## src/rtl/ci_pkg.sv

```systemverilog
`default_nettype none
// ============================================================================
// ci_pkg -- shared types and defaults for the custom-instruction requester
// Revision 1.0
// ============================================================================
package ci_pkg;

    localparam int CI_DATA_W          = 32;
    localparam int CI_TIMEOUT_DEFAULT = 255;

    typedef enum logic [2:0] {
        ST_IDLE    = 3'd0,
        ST_ISSUE   = 3'd1,
        ST_WAIT    = 3'd2,
        ST_RECOVER = 3'd3,
        ST_RESPOND = 3'd4
    } ci_req_state_t;

endpackage
`default_nettype wire

```

## src/rtl/ci_watchdog.sv

```systemverilog
`default_nettype none
// ============================================================================
// ci_watchdog -- saturating cycle counter that flags the last allowed WAIT cycle
// Revision 1.0
// ============================================================================
module ci_watchdog
    import ci_pkg::*;
#(
    parameter int TIMEOUT = CI_TIMEOUT_DEFAULT
) (
    input  logic clk,
    input  logic reset,
    input  logic clear,
    input  logic enable,
    output logic expired
);

    localparam int                c_cnt_w = $clog2(TIMEOUT + 1);
    localparam logic [c_cnt_w-1:0] c_last  = c_cnt_w'(TIMEOUT - 1);
    localparam logic [c_cnt_w-1:0] c_max   = c_cnt_w'(TIMEOUT);

    logic [c_cnt_w-1:0] r_count;

    always_ff @(posedge clk) begin
        if (reset || clear) begin
            r_count <= '0;
        end else if (enable && (r_count != c_max)) begin
            r_count <= r_count + 1'b1;
        end
    end

    // This increment brings the count to TIMEOUT, so the requester leaves WAIT now.
    assign expired = enable && (r_count == c_last);

endmodule
`default_nettype wire

```

## src/rtl/ci_requester.sv

```systemverilog
`default_nettype none
// ============================================================================
// ci_requester -- initiator for the multi-cycle custom-instruction handshake
// Revision 1.0
// ============================================================================
module ci_requester
    import ci_pkg::*;
#(
    parameter int TIMEOUT = CI_TIMEOUT_DEFAULT,
    parameter int DATA_W  = CI_DATA_W
) (
    input  logic              clk,
    input  logic              reset,
    input  logic              req_valid,
    output logic              req_ready,
    input  logic [DATA_W-1:0] req_a,
    input  logic [DATA_W-1:0] req_b,
    output logic              rsp_valid,
    input  logic              rsp_ready,
    output logic [DATA_W-1:0] rsp_data,
    output logic              rsp_timeout,
    output logic              ci_clk_en,
    output logic              ci_start,
    output logic              ci_reset,
    output logic [DATA_W-1:0] ci_dataa,
    output logic [DATA_W-1:0] ci_datab,
    input  logic [DATA_W-1:0] ci_result,
    input  logic              ci_done
);

    ci_req_state_t     r_state;
    ci_req_state_t     w_state_nxt;
    logic [DATA_W-1:0] r_op_a;
    logic [DATA_W-1:0] r_op_b;
    logic [DATA_W-1:0] r_rsp_data;
    logic              r_rsp_timeout;
    logic              w_wd_clear;
    logic              w_wd_enable;
    logic              w_wd_expired;

    assign w_wd_clear  = (r_state == ST_ISSUE);
    assign w_wd_enable = (r_state == ST_WAIT) && !ci_done;

    ci_watchdog #(
        .TIMEOUT (TIMEOUT)
    ) u_watchdog (
        .clk     (clk),
        .reset   (reset),
        .clear   (w_wd_clear),
        .enable  (w_wd_enable),
        .expired (w_wd_expired)
    );

    always_ff @(posedge clk) begin
        if (reset) begin
            r_state <= ST_IDLE;
        end else begin
            r_state <= w_state_nxt;
        end
    end

    always_comb begin
        w_state_nxt = r_state;
        req_ready   = 1'b0;
        rsp_valid   = 1'b0;
        ci_start    = 1'b0;
        ci_clk_en   = 1'b0;
        case (r_state)
            ST_IDLE: begin
                req_ready = 1'b1;
                if (req_valid) begin
                    w_state_nxt = ST_ISSUE;
                end
            end
            // ci_done is not looked at here: it may still be high from the last job.
            ST_ISSUE: begin
                ci_start    = 1'b1;
                ci_clk_en   = 1'b1;
                w_state_nxt = ST_WAIT;
            end
            ST_WAIT: begin
                ci_clk_en = 1'b1;
                if (ci_done) begin
                    w_state_nxt = ST_RESPOND;
                end else if (w_wd_expired) begin
                    w_state_nxt = ST_RECOVER;
                end
            end
            ST_RECOVER: begin
                w_state_nxt = ST_RESPOND;
            end
            ST_RESPOND: begin
                rsp_valid = 1'b1;
                if (rsp_ready) begin
                    w_state_nxt = ST_IDLE;
                end
            end
            default: begin
                w_state_nxt = ST_IDLE;
            end
        endcase
        // Reset silences every handshake output in the cycle it is asserted.
        if (reset) begin
            req_ready = 1'b0;
            rsp_valid = 1'b0;
            ci_start  = 1'b0;
            ci_clk_en = 1'b0;
        end
    end

    always_ff @(posedge clk) begin
        if (reset) begin
            r_op_a        <= '0;
            r_op_b        <= '0;
            r_rsp_data    <= '0;
            r_rsp_timeout <= 1'b0;
        end else begin
            if ((r_state == ST_IDLE) && req_valid) begin
                r_op_a <= req_a;
                r_op_b <= req_b;
            end
            if ((r_state == ST_WAIT) && ci_done) begin
                r_rsp_data    <= ci_result;
                r_rsp_timeout <= 1'b0;
            end else if (r_state == ST_RECOVER) begin
                r_rsp_data    <= '0;
                r_rsp_timeout <= 1'b1;
            end
        end
    end

    assign ci_reset    = reset || (r_state == ST_RECOVER);
    assign rsp_data    = reset ? '0 : r_rsp_data;
    assign rsp_timeout = !reset && r_rsp_timeout;
    assign ci_dataa    = reset ? '0 : r_op_a;
    assign ci_datab    = reset ? '0 : r_op_b;

endmodule
`default_nettype wire

```

## config.mk

```make
export PLATFORM = sky130hd
export DESIGN_NAME = ci_requester
export DESIGN_NICKNAME = d
export VERILOG_FILES = /design/src/rtl/ci_pkg.sv /design/src/rtl/ci_watchdog.sv /design/src/rtl/ci_requester.sv
export SDC_FILE = /design/constraint.sdc
export NUM_CORES = 1
export LEC_CHECK = 0
export BUFFER_PORTS_ARGS = -buffer_cell sky130_fd_sc_hd__buf_2
export CORE_UTILIZATION = 34
export CTS_BUF_LIST = sky130_fd_sc_hd__clkbuf_8
export DETAILED_ROUTE_END_ITERATION = 12
export SYNTH_ARGS = -nofsm -noshare
export SYNTH_HDL_FRONTEND = slang
export SYNTH_SLANG_ARGS = --single-unit
```

## constraint.sdc

```tcl
create_clock -name clk -period 1.63 [get_ports clk]
set_input_delay 0.4075 -clock clk [delete_from_list [all_inputs] [get_ports clk]]
set_output_delay 0.4075 -clock clk [all_outputs]
set_load 0.05 [all_outputs]
```

# --- Word level (Yosys, flattened, before mapping) ---
# Cells that the tools add are included.
word_totals:
  regBits: 108
  in_bits: 101
  output_inout_bits: 102
op_classes:
  n_addsub: 1
  eq_ne: 9
  n_mux: 18
  reduce_logical: 15
ops:
  columns: ["operator", "n"]
  rows:
  - ["two-way mux 32 bit", 5]
  - ["one-hot mux 3 bit (5 select lines)", 1]
  - ["two-way mux 3 bit", 4]
  - ["adder 8 x 1 -> 8 bit (second input constant)", 1]
  - ["== test 8 bit (second input constant)", 1]
  - ["two-way mux 1 bit", 8]
  - ["!= test 8 bit (second input constant)", 1]
  - ["== test 3 x 2 -> 1 bit (second input constant)", 2]
  - ["logical AND 1 bit", 6]
  - ["!= test 2 bit (second input constant)", 2]
  - ["OR reduction 2 bit", 2]
  - ["== test 3 x 1 -> 1 bit (second input constant)", 1]
  - ["== test 3 bit (second input constant)", 1]
  - ["logical NOT 3 bit", 1]
  - ["!= test 3 x 2 -> 1 bit (second input constant)", 1]
  - ["AND reduction 3 bit", 1]
  - ["logical NOT 1 bit", 2]
  - ["logical OR 1 bit", 2]
  - ["nonzero test 2 bit", 1]

# --- Depth between registers and ports, before layout ---
logic_depth:
  depth_word: 6
  ltp_mapped: 6

# --- By module ---
# From an unflattened synthesis, not the netlist that was laid out.
hier_totals:
  hier_cells: 539
  area_unflattened_um2: 4568.1
by_module_without_submodules:
  columns: ["module", "instances", "cells_each", "area_each_um2"]
  rows:
  - ["ci_requester", 1, 488, 4108.9]
  - ["ci_watchdog", 1, 51, 459.2]

# --- Worst setup path after synthesis ---
# Ideal clock, no wire load.
synth_timing:
  path_type: "input-to-output"
  from: "input reset"
  to: "output req_ready"
  arrival_ns: 2.204
  t_required_ns: 1.222
  path_slack_ns: -0.982
  cell_stages: 3
  path_buffers: 2
  path_cell_list: "buf_2 buf_1 nor4_1"
synth_via:
  elab_chain_len: 1
synth_lines:
  columns: ["item", "line", "text"]
  rows:
  - ["from (decl)", "ci_requester.sv:13", "input logic reset,"]
  - ["two-way mux 1 bit", "ci_requester.sv:103", "if (reset) begin"]
  - ["to (decl)", "ci_requester.sv:15", "output logic req_ready,"]
# Every way passes these cells.

# --- Final worst setup path ---
layout_timing:
  from: "register r_state[1]"
  to: "output ci_start"
layout_via:
  elab_chain_len: 3
layout_lines:
  columns: ["item", "line", "text"]
  rows:
  - ["from (decl)", "ci_requester.sv:31", "ci_req_state_t r_state;"]
  - ["from (signal assigned)", "ci_requester.sv:58", "r_state <= w_state_nxt;"]
  - ["== test 3 x 1 -> 1 bit", "ci_requester.sv:68", "case (r_state)"]
  - ["two-way mux 1 bit", "ci_requester.sv:68", null]
  - ["two-way mux 1 bit", "ci_requester.sv:103", null]
  - ["to (decl)", "ci_requester.sv:23", "output logic ci_start,"]
# Every way passes these cells.

==> impl_metrics.py <==
metrics = {
    "critical_path": {
        "worst_ep_required_time_ps": 1220,
        "setup.worst_path.class": "reg2out",
        "worstReg2RegEnd": "r_op_a[3]",
        "start_kind": "register",
        "worstSetupStartpoint": "r_state[1]",
        "cp.arrival_ps": 1410,
        "r2r_cells": 4,
        "worstSetupEndpoint": "ci_start",
        "r2r-start": "r_state[2]",
        "end_kind": "output port",
        "cp_max_fo": 6,
        "reg2reg_slack_ps": 30,
    },
    "detailed_routing": {
        "top_layer_used": "met4",
        "wirelength_um": 11900,
        "drtPass1Iterations": 4,
        "viasPerCell": 4.58,
        "drtAntennaViolNets": 0,
        "drt-initial-drc-count": 237,
        "wl_per_cell_um": 12.4,
        "vias": 4398,
        "dr_wl_met2_um": 5370,
        "drt-met1-wl_um": 5460,
        "dr_wl_met3_um": 851,
        "drc": 0,
    },
    "clocking": {
        "cts_inserted_buffers": 9,
        "cts_tree": "yes",
        "clk_path_buf_depth": 2,
        "clkTransAtPathRegs_ps": 100,
        "root_buffer": "clkbuf_8",
        "cts_sinks": 108,
        "h-tree-depth": 3,
        "clock_latency_ps": 380,
    },
    "global_routing": {
        "grt_pass1_vias": 4160,
        "grt_util_all_layers_pct": 17.1,
        "grt_start_max_net_pins": 81,
        "grt_pass1_wl_um": 19500,
        "antenna_found_initial": 0,
        "grt.overflow.total": 0,
    },
    "power": {
        "power.total_uw": 5580,
        "power_leakage_uw": 0.00298,
        "vdd_drop_max_v": 0.000376,
        "power.density_mw_per_mm2": 856,
    },
    "yosys": {
        "syn_inst": 575,
        "mappedNetlistNets": 678,
        "synthArstFlopShare_pct": 0,
        "syn_area_per_cell_um2": 8.05,
        "synth_flop_cell": "dfxtp_1",
        "seq_area_frac_synth_pct": 46.7,
        "synth.most_common_cell": "nand2_1",
        "synthTopCellsByCount": "nand2_1 (164), dfxtp_1 (108), nor2b_1 (67)",
        "ys_ff_latch": 108,
        "synth_cell_types": 43,
        "yosys.area.top_type_share_pct": 46.7,
        "ys.warnings.count": 0,
        "synth.cell_area_mm2": 0.00463,
        "synth_edf_count": 0,
        "synth_area_leaders": "dfxtp_1 (47%), nand2_1 (13%), nor2b_1 (9.1%)",
        "synth_largest_area_cell": "dfxtp_1",
    },
    "finish": {
        "diodes": 0,
        "finalNonFillerCells": 960,
        "fin_nets": 882,
        "syn2layout_area_growth_pct": 40.8,
        "final_layout_size_suffix_gt1_share_pct": 36.4,
    },
    "outcome": {
        "violations": "negative setup slack",
        "status": "finished, violations left",
    },
    "placement": {
        "place_congestion": 0.778,
        "dpl.hpwl_um": 8330,
        "dp_cells": 941,
        "portBuffers": 202,
    },
    "floorplanning": {
        "rows": 42,
        "coreArea_mm2": 0.0132,
        "initial_utilization_pct": 35.0,
        "die_y_um": 119,
        "dieWidth_um": 119,
        "die_area_mm2": 0.0141,
        "io-pin-count": 203,
    },
    "sta": {
        "period_minus_slack_ps": 1820,
        "finalWorstSetupSlack_ps": -187,
        "fmax_ghz": 0.550,
        "tightest_slew_ps": 374,
        "setup_viol": 12,
        "finClkSkew_ps": 8.33,
        "hold_viol": 0,
        "fin_crit_sh_pct": 111,
        "drv_slew": 0,
        "grt_setup_unrepaired": "yes",
        "slew-limit-headroom_pct": 75.1,
    },
    "hold_path": {
        "hold_path.class": "in2reg",
    },
    "job": {
        "maxCapViolCount": 0,
    },
}
## power by group
| part | leakage (µW) | internal (µW) | switching (µW) |
|---|---|---|---|
| Clock | 0.0000876 | 639 | 917 |
| Combinational | 0.00201 | 439 | 748 |
| Sequential | 0.000883 | 2780 | 60.4 |
## metrics by stage
stage	worst slack [ps]	setup TNS [ps]	hold WS (ps)	utilization [%]	instance area (µm²)
floorplan	-240	-15660	432	-	4740
global placement	-104	-3770	434	45.7	6050
detailed placement	-83.9	-4660	438	45.7	6050
CTS	-212	-931	193	48.4	6410
global route	-226	-2850	204	49.2	6520
finish	-187	-838	218	49.2	6520
## layout make-up
class | count | area [µm²]
clock buffer | 11 | 151
clock inverter | 5 | 36.3
fill | 1297 | 6720
inverter | 36 | 175
multi-input combinational | 385 | 2170
sequential | 108 | 2170
tap | 176 | 220
timing repair buffer | 239 | 1600
## kinds of logic (layout without fill, tap and decap cells)
| family | Yosys count | after routing | share of synthesized area, % |
|---|---|---|---|
| AND/OR/NAND/NOR | 264 | 264 | 27.5 |
| multiplexers | 4 | 4 | 0.865 |
| buffers and inverters | 82 | 291 | 8.27 |
| adder cells (fa/ha/maj) | 2 | 2 | 0.540 |
| AO/OA/AOI/OAI | 114 | 114 | 16.0 |
| flip-flops | 108 | 108 | 46.7 |
| XOR/XNOR | 1 | 1 | 0.189 |
## flip-flops by register name, summed over array words and instances, names as in the netlist
signal              flops
u_watchdog.r_count      8
r_state                 3
r_rsp_data             32
r_rsp_timeout           1
r_op_a                 32
r_op_b                 32
## worst max-delay path, cell delays in order (launching register included)
cell	delay [ps]
dfxtp_4	370
or3b_4	400
nor2_4	100
buf_8	150
## timing repair
item	in CTS	in global routing
pin swaps	3	1
resized for setup	53	40
buffers inserted	2	0
hold buffers	0	0
setup endpoints to repair	51	135
gates cloned	1	0
endpoints found under the hold margin	0	0
## layer usage
| layer | global-route usage (%) | up-vias |
|---|---|---|
| met5 | 0 | - |
| met4 | 7.04 | 0 |
| met3 | 4.58 | 14 |
| met2 | 27.7 | 147 |
| met1 | 21.3 | 1964 |
| li1 | - | 2273 |
## cell usage in the layout (no fill, tap or decap), types with 2 or more instances in the layout
cell and count:
inv_1 25, nand3b_1 2, a211oi_1 4, buf_2 131
clkbuf_4 31, a31oi_1 3, nor2b_1 65, buf_6 7
buf_12 6, nand2_1 163, clkinvlp_4 13, nand3_1 5
buf_4 62, mux2i_1 4, dfxtp_1 105, nor2_1 2
a41oi_1 2, nor4b_4 2, dfxtp_2 2, o2bb2ai_1 32
and2_1 2, nor3_4 3, a311oi_1 2, nor3_1 4
clkbuf_8 11, a21oi_1 65, ha_1 2
## worst min path at each step
stage	slack (ps)	cells after the start	end	from
after detailed placement	440	2	r_op_a[16]	r_op_a[16]
final	220	2	r_rsp_data[13]	ci_result[13]
after floorplan	430	2	r_op_a[0]	r_op_a[0]
after CTS	190	2	r_rsp_data[13]	ci_result[13]
after global routing	200	2	r_rsp_data[23]	ci_result[23]
after global placement	430	2	r_op_b[8]	r_op_b[8]
Power figures use the tool's default switching activity.
